===== src/rtl/imm_pkg.sv =====
// rtl/imm_pkg.sv - shared constants and types for the immediate group allocator
package imm_pkg;

    localparam int IMM_SLOTS      = 4;
    localparam int WIDTH_ADDR_DEF = 5;
    localparam int GROUPS         = (2 ** WIDTH_ADDR_DEF) / IMM_SLOTS;
    localparam int GROUP_IDX_W    = $clog2(GROUPS);

    // Per-group mask of slots still awaiting release by issue
    typedef logic [IMM_SLOTS-1:0] imm_group_t;

endpackage


===== src/rtl/imm_penc.sv =====
// rtl/imm_penc.sv - lowest-set-bit priority encoder with one-hot, binary and any outputs
module imm_penc
    import imm_pkg::*;
#(
    parameter int N  = GROUPS,
    parameter int IW = (N > 1) ? $clog2(N) : 1
) (
    input  logic [N-1:0]  i_vec,
    output logic [N-1:0]  o_onehot,
    output logic [IW-1:0] o_idx,
    output logic          o_any
);

    // Scan from the top down so the lowest set bit is the last one to win
    always_comb begin
        o_onehot = '0;
        o_idx    = '0;
        o_any    = |i_vec;
        for (int i = N - 1; i >= 0; i--) begin
            if (i_vec[i]) begin
                o_onehot    = '0;
                o_onehot[i] = 1'b1;
                o_idx       = IW'(i);
            end
        end
    end

endmodule


===== src/rtl/imm4_alloc.sv =====
// rtl/imm4_alloc.sv - allocates 4-slot immediate groups and drives the imm4 write port
module imm4_alloc
    import imm_pkg::*;
#(
    parameter int WIDTH_ADDR = 5,
    parameter int WIDTH      = 32
) (
    input  logic                                i_clk,
    input  logic                                i_rst,
    input  logic                                i_flush,
    input  logic                                i_valid,
    input  logic [3:0]                          i_mask,
    input  logic [WIDTH-1:0]                    i_imm0,
    input  logic [WIDTH-1:0]                    i_imm1,
    input  logic [WIDTH-1:0]                    i_imm2,
    input  logic [WIDTH-1:0]                    i_imm3,
    output logic                                o_ready,
    output logic [WIDTH_ADDR-1:0]               o_tag,
    input  logic [3:0]                          i_rel_en,
    input  logic [WIDTH_ADDR-1:0]               i_rel_idx0,
    input  logic [WIDTH_ADDR-1:0]               i_rel_idx1,
    input  logic [WIDTH_ADDR-1:0]               i_rel_idx2,
    input  logic [WIDTH_ADDR-1:0]               i_rel_idx3,
    output logic                                o_we,
    output logic [(2**WIDTH_ADDR)/IMM_SLOTS-1:0] o_waddr,
    output logic [WIDTH-1:0]                    o_wdata0,
    output logic [WIDTH-1:0]                    o_wdata1,
    output logic [WIDTH-1:0]                    o_wdata2,
    output logic [WIDTH-1:0]                    o_wdata3
);

    localparam int NUM_GROUPS = (2 ** WIDTH_ADDR) / IMM_SLOTS;
    localparam int GW         = WIDTH_ADDR - 2;

    imm_group_t              pend_q [NUM_GROUPS];
    imm_group_t              pend_d [NUM_GROUPS];
    logic [NUM_GROUPS-1:0]   free_vec;
    logic [NUM_GROUPS-1:0]   sel_onehot;
    logic [GW-1:0]           sel_idx;
    logic                    any_free;
    logic                    accept;
    logic [WIDTH_ADDR-1:0]   rel_idx [IMM_SLOTS];

    logic                    we_q,    we_d;
    logic [NUM_GROUPS-1:0]   waddr_q, waddr_d;
    logic [WIDTH-1:0]        wdata_q [IMM_SLOTS];
    logic [WIDTH-1:0]        wdata_d [IMM_SLOTS];

    assign rel_idx[0] = i_rel_idx0;
    assign rel_idx[1] = i_rel_idx1;
    assign rel_idx[2] = i_rel_idx2;
    assign rel_idx[3] = i_rel_idx3;

    // A group is free once every slot it claimed has been released
    always_comb begin
        free_vec = '0;
        for (int g = 0; g < NUM_GROUPS; g++) begin
            free_vec[g] = (pend_q[g] == '0);
        end
    end

    imm_penc #(
        .N  (NUM_GROUPS),
        .IW (GW)
    ) u_penc (
        .i_vec    (free_vec),
        .o_onehot (sel_onehot),
        .o_idx    (sel_idx),
        .o_any    (any_free)
    );

    // Ready and tag depend only on registered state, never on this cycle's requests
    assign o_ready = any_free & ~i_rst;
    assign o_tag   = any_free ? {sel_idx, 2'b00} : '0;
    assign accept  = i_valid & o_ready & (|i_mask) & ~i_flush;

    // Releases first, then allocation so a same-cycle release cannot clear new bits; flush wins
    always_comb begin
        for (int g = 0; g < NUM_GROUPS; g++) begin
            pend_d[g] = pend_q[g];
        end
        for (int k = 0; k < IMM_SLOTS; k++) begin
            if (i_rel_en[k]) begin
                pend_d[rel_idx[k][WIDTH_ADDR-1:2]][rel_idx[k][1:0]] = 1'b0;
            end
        end
        if (accept) begin
            pend_d[sel_idx] = i_mask;
        end
        if (i_flush) begin
            for (int g = 0; g < NUM_GROUPS; g++) begin
                pend_d[g] = '0;
            end
        end
    end

    // Write-port stage: all four immediates are written, address and data hold when idle
    always_comb begin
        we_d    = accept;
        waddr_d = accept ? sel_onehot : waddr_q;
        wdata_d[0] = accept ? i_imm0 : wdata_q[0];
        wdata_d[1] = accept ? i_imm1 : wdata_q[1];
        wdata_d[2] = accept ? i_imm2 : wdata_q[2];
        wdata_d[3] = accept ? i_imm3 : wdata_q[3];
    end

    // State registers with synchronous reset
    always_ff @(posedge i_clk) begin
        if (i_rst) begin
            for (int g = 0; g < NUM_GROUPS; g++) begin
                pend_q[g] <= '0;
            end
            we_q    <= 1'b0;
            waddr_q <= '0;
            for (int k = 0; k < IMM_SLOTS; k++) begin
                wdata_q[k] <= '0;
            end
        end else begin
            for (int g = 0; g < NUM_GROUPS; g++) begin
                pend_q[g] <= pend_d[g];
            end
            we_q    <= we_d;
            waddr_q <= waddr_d;
            for (int k = 0; k < IMM_SLOTS; k++) begin
                wdata_q[k] <= wdata_d[k];
            end
        end
    end

    assign o_we     = we_q;
    assign o_waddr  = waddr_q;
    assign o_wdata0 = wdata_q[0];
    assign o_wdata1 = wdata_q[1];
    assign o_wdata2 = wdata_q[2];
    assign o_wdata3 = wdata_q[3];

endmodule

===== config.mk =====
export PLATFORM = sky130hd
export DESIGN_NAME = imm4_alloc
export DESIGN_NICKNAME = d
export VERILOG_FILES = /design/src/rtl/imm_pkg.sv /design/src/rtl/imm_penc.sv /design/src/rtl/imm4_alloc.sv
export SDC_FILE = /design/constraint.sdc
export NUM_CORES = 1
export LEC_CHECK = 0
export CAP_MARGIN = 15
export CORE_AREA = 2 2 119 121
export CTS_BUF_LIST = sky130_fd_sc_hd__clkbuf_16
export DETAILED_ROUTE_END_ITERATION = 7
export DIE_AREA = 0 0 121 123
export DONT_BUFFER_PORTS = 1
export PLACE_DENSITY = 0.81
export SETUP_SLACK_MARGIN = 0.15
export SLEW_MARGIN = 10
export SYNTH_ARGS = -nofsm -noshare
export SYNTH_HDL_FRONTEND = slang
export SYNTH_HIERARCHICAL = 1
export SYNTH_SLANG_ARGS = --single-unit

===== constraint.sdc =====
create_clock -name i_clk -period 3.5 [get_ports i_clk]
set_input_delay 0.525 -clock i_clk [delete_from_list [all_inputs] [get_ports i_clk]]
set_output_delay 0.525 -clock i_clk [all_outputs]
set_load 0.005 [all_outputs]

==> results.sh <==
export IMPL_die_w_microns=121
export IMPL_clkLatencyLatePin_ns=0.42
export IMPL_synthCells=945
export IMPL_synthXorXnorAreaFrac_pct=0
export IMPL_yosysMostFrequentCell="nand2_1"
export IMPL_crit_path_start_kind="flip-flop"
export IMPL_antenna_left=0
export IMPL_p_comb_share_pct=5.3
export IMPL_post_route_util_pct=57.3
export IMPL_ys_seq_area_share_pct=46.5
export IMPL_cp_max_fo=78
export IMPL_synth_top_area_share_pct=46.5
export IMPL_cap_violations=0
export IMPL_min_period_over_period_pct=84.7
export IMPL_fillers=1254
export IMPL_crit_path_end_kind="flip-flop"
export IMPL_start_util_pct=53.5
export IMPL_synthAdderAreaFrac_pct=0
export IMPL_critPathKind="flip-flop to flip-flop"
export IMPL_drv_slew=0
export IMPL_fin_nets=1067
export IMPL_fin_cells=1099
export IMPL_antenna_found_initial=1
export IMPL_synth_compound_area_share_pct=17.4
export IMPL_drtIter0Drc=693
export IMPL_finClkSkew_ns=0.00780
export IMPL_crit_path_frequent_cell="nand2_1"
export IMPL_path_cells="nor4_1 > nor2_2 > and3_1 > nand2_1 > nor4bb_1 > buf_4 > nand2_4 > inv_4 > buf_12 > nand2_1 > a21oi_1"
export IMPL_grt_pass1_wl_microns=30400
export IMPL_p_leak_nw=2.59
export IMPL_globalplace_congestion=0.969
export IMPL_setup_slack_ns=0.535
export IMPL_synth_edff_count=0
export IMPL_max_slew_margin_rel_pct=35.0
export IMPL_ir_drop_uv=335
export IMPL_rsz0062_at_grt="false"
export IMPL_outcome="finished clean"
export IMPL_whs_endpoint="wdata_q[2][26]"
export IMPL_synthFlopType="dfxtp_1"
export IMPL_clock_sinks=169
export IMPL_synth_top_family_by_area="simple AND/OR/NAND/NOR gates"
export IMPL_path_delay_family="simple AND/OR/NAND/NOR gates"
export IMPL_finalHoldViolCount=0
export IMPL_dpl_hpwl_microns=14900
export IMPL_ctsResizeCount=0
export IMPL_vias=6598
export IMPL_clkSlewWorstSetupHoldPaths_ns=0.06
export IMPL_io_pins=303
export IMPL_fmax_mhz=337
export IMPL_worstHoldStart="i_rst"
export IMPL_via_per_inst=6.00
export IMPL_cp_arrival_ns=3.31
export IMPL_cts_buffers=17
export IMPL_hold_class="primary input to flip-flop"
export IMPL_clock_power_share_pct=44.1
export IMPL_fp_row_count=43
export IMPL_fp_dieH_microns=123
export IMPL_clock_tree_buffer_depth=2
export IMPL_cts_root_buf="clkbuf_16"
export IMPL_syn_avg_cell_area_sq_um=7.70
export IMPL_ys_types=38
export IMPL_dp_worst_setup_slack_ns=0.422
export IMPL_ff2ff_setup_slack_ns=0.53
export IMPL_wirelength_microns=21200
export IMPL_fin_total_pwr_mw=3.99
export IMPL_grt_pass1_vias=5803
export IMPL_synth_area_leaders="dfxtp_1, nand2_1, a21oi_1"
export IMPL_yosys_area_top_type="dfxtp_1"
export IMPL_crit_buf_inv=3
export IMPL_syn_to_final_growth_pct=7.08
export IMPL_worst_pin_slew_ns=0.962
export IMPL_cts_tree="done"
export IMPL_ys_warn_count=6
export IMPL_grt_overflow_total=0
export IMPL_first_pass_iters=6
export IMPL_switching_share_pct=24.1
export IMPL_ys_seq_elements=169
export IMPL_synth_common_cells="nand2_1, dfxtp_1, a21oi_1"
export IMPL_core_area_sq_um=13600
export IMPL_async_reset_ff_share_pct=0
export IMPL_r2r_worst_path_cells=11
export IMPL_powerDensity_nw_per_um2=512
export IMPL_synthSimpleGateAreaFrac_pct=31.0
export IMPL_netSwitchingPower_uw=962
export IMPL_global_route_usage_total_pct=26.2
export IMPL_drive_gt1_share_pct=7.30
export IMPL_cpPeakStageDelay_ns=0.57
export IMPL_synthMuxAreaShare_pct=0
export IMPL_synth_area_sq_um=7280
export IMPL_htreeDepth=4
export IMPL_regToRegStartpoint="pend_q[1][3]"
export IMPL_drc=0
export IMPL_port_buffers=0
export IMPL_cts_setup_buffers=0
export IMPL_ctsHoldBuffers=0
export IMPL_wl_per_cell_microns=19.2
export IMPL_setup_viol=0
export IMPL_pwr_share_seq_pct=50.6
export IMPL_min_period_ns=2.97
export IMPL_grt_max_degree=142
export IMPL_reg2reg_to="o_waddr[5]"
export IMPL_die_area_sq_um=14900
export IMPL_worstHoldPathCells=1
export IMPL_required_ns=3.84
export IMPL_p_int_mw=3.03
export IMPL_tns_ns=0
export IMPL_crit_slowest_cell="nor4_1"
export IMPL_timing_critical_path_from="pend_q[1][3]"
export IMPL_place_inst=1068
## power groups by stage
stage               combinational [mW]  clock (mW)  sequential (mW)
global route                     0.236        1.87             2.02
CTS                              0.210        1.78             2.02
detailed placement               0.209           0             2.06
global placement                 0.205           0             2.06
floorplan                        0.200           0             2.04
finish                           0.213        1.76             2.02
## cells by family after synthesis
kind of cell,after synthesis
compound gates,221
buf+inv,70
flops,169
other cells,1
simple gates,484
## layout by cell type, fill, tap and decap left out, types with 2 or more instances in the layout
cell type	synthesis	layout
nand2_1	349	349
dfxtp_1	169	169
a21oi_1	143	143
a22oi_1	32	32
o22ai_1	32	32
nand4_1	19	19
clkbuf_16	0	17
nand3_1	16	16
nor2b_1	13	13
nor4bb_1	13	13
and4b_1	12	12
nand2_2	11	10
a21oi_2	10	10
and2_1	9	9
nor2_1	9	9
buf_4	3	9
nor4_1	9	8
nor4b_1	5	5
inv_6	0	5
and4_1	4	4
nand4b_1	3	3
nor2_2	3	3
or4_1	2	2
conb_1	1	2
clkinvlp_4	0	2
inv_1	2	2
o21ai_0	2	2
## metrics by stage
| step | cell area, sq um | hold WS [ns] |
|---|---|---|
| final | 7800 | 0.175 |
| after floorplan | 7280 | 0.450 |
| after detailed placement | 7240 | 0.459 |
| after CTS | 7790 | 0.160 |
| after global placement | 7240 | 0.453 |
| after global routing | 7790 | 0.149 |
## flip-flops by register name (all words and copies together), names as in the netlist
register  flops
wdata_q     128
o_waddr       8
o_we          1
pend_q       32
## final cells by class
type / instances / area, sq um / share of cell area [%]
Sequential cell: 169 / 3380 / 43.4
Tap cell: 180 / 225 / 2.89
Clock buffer: 17 / 425 / 5.46
Clock inverter: 13 / 121 / 1.56
Antenna cell: 1 / 2.50 / 0.0321
Inverter: 2 / 10.0 / 0.128
Timing Repair Buffer: 10 / 87.6 / 1.12
Multi-Input combinational cell: 707 / 3540 / 45.4
## worst reg2reg max path, stage by stage, from the launching register on
cell and delay [ns]:
dfxtp_1 0.31, nor4_1 0.57, nor2_2 0.09, and3_1 0.23, nand2_1 0.15, nor4bb_1 0.25, buf_4 0.21, nand2_4 0.18
inv_4 0.30, buf_12 0.33, nand2_1 0.14, a21oi_1 0.14
## worst max path at each step
stage                           to  slack [ns]  depth (start not counted)
floorplan           wdata_q[1][10]        1.08                         12
global placement    wdata_q[0][28]        0.60                         11
detailed placement      o_waddr[4]        0.42                         11
CTS                     o_waddr[4]        0.42                         11
global route        wdata_q[3][31]        0.23                         10
finish                  o_waddr[5]        0.53                         11
## layer usage
layer / global-route usage [%] / share of wire (%) / vias to the layer above / wire length [microns]
li1: - / - / 3160 / -
met1: 31.5 / 38 / 3019 / 8130
met2: 40.3 / 46 / 374 / 9780
met3: 11.6 / 13 / 45 / 2680
met4: 12.0 / 2.7 / 0 / 562
met5: 0 / 0 / - / 0
No activity file was read; power rests on OpenSTA's default activity.
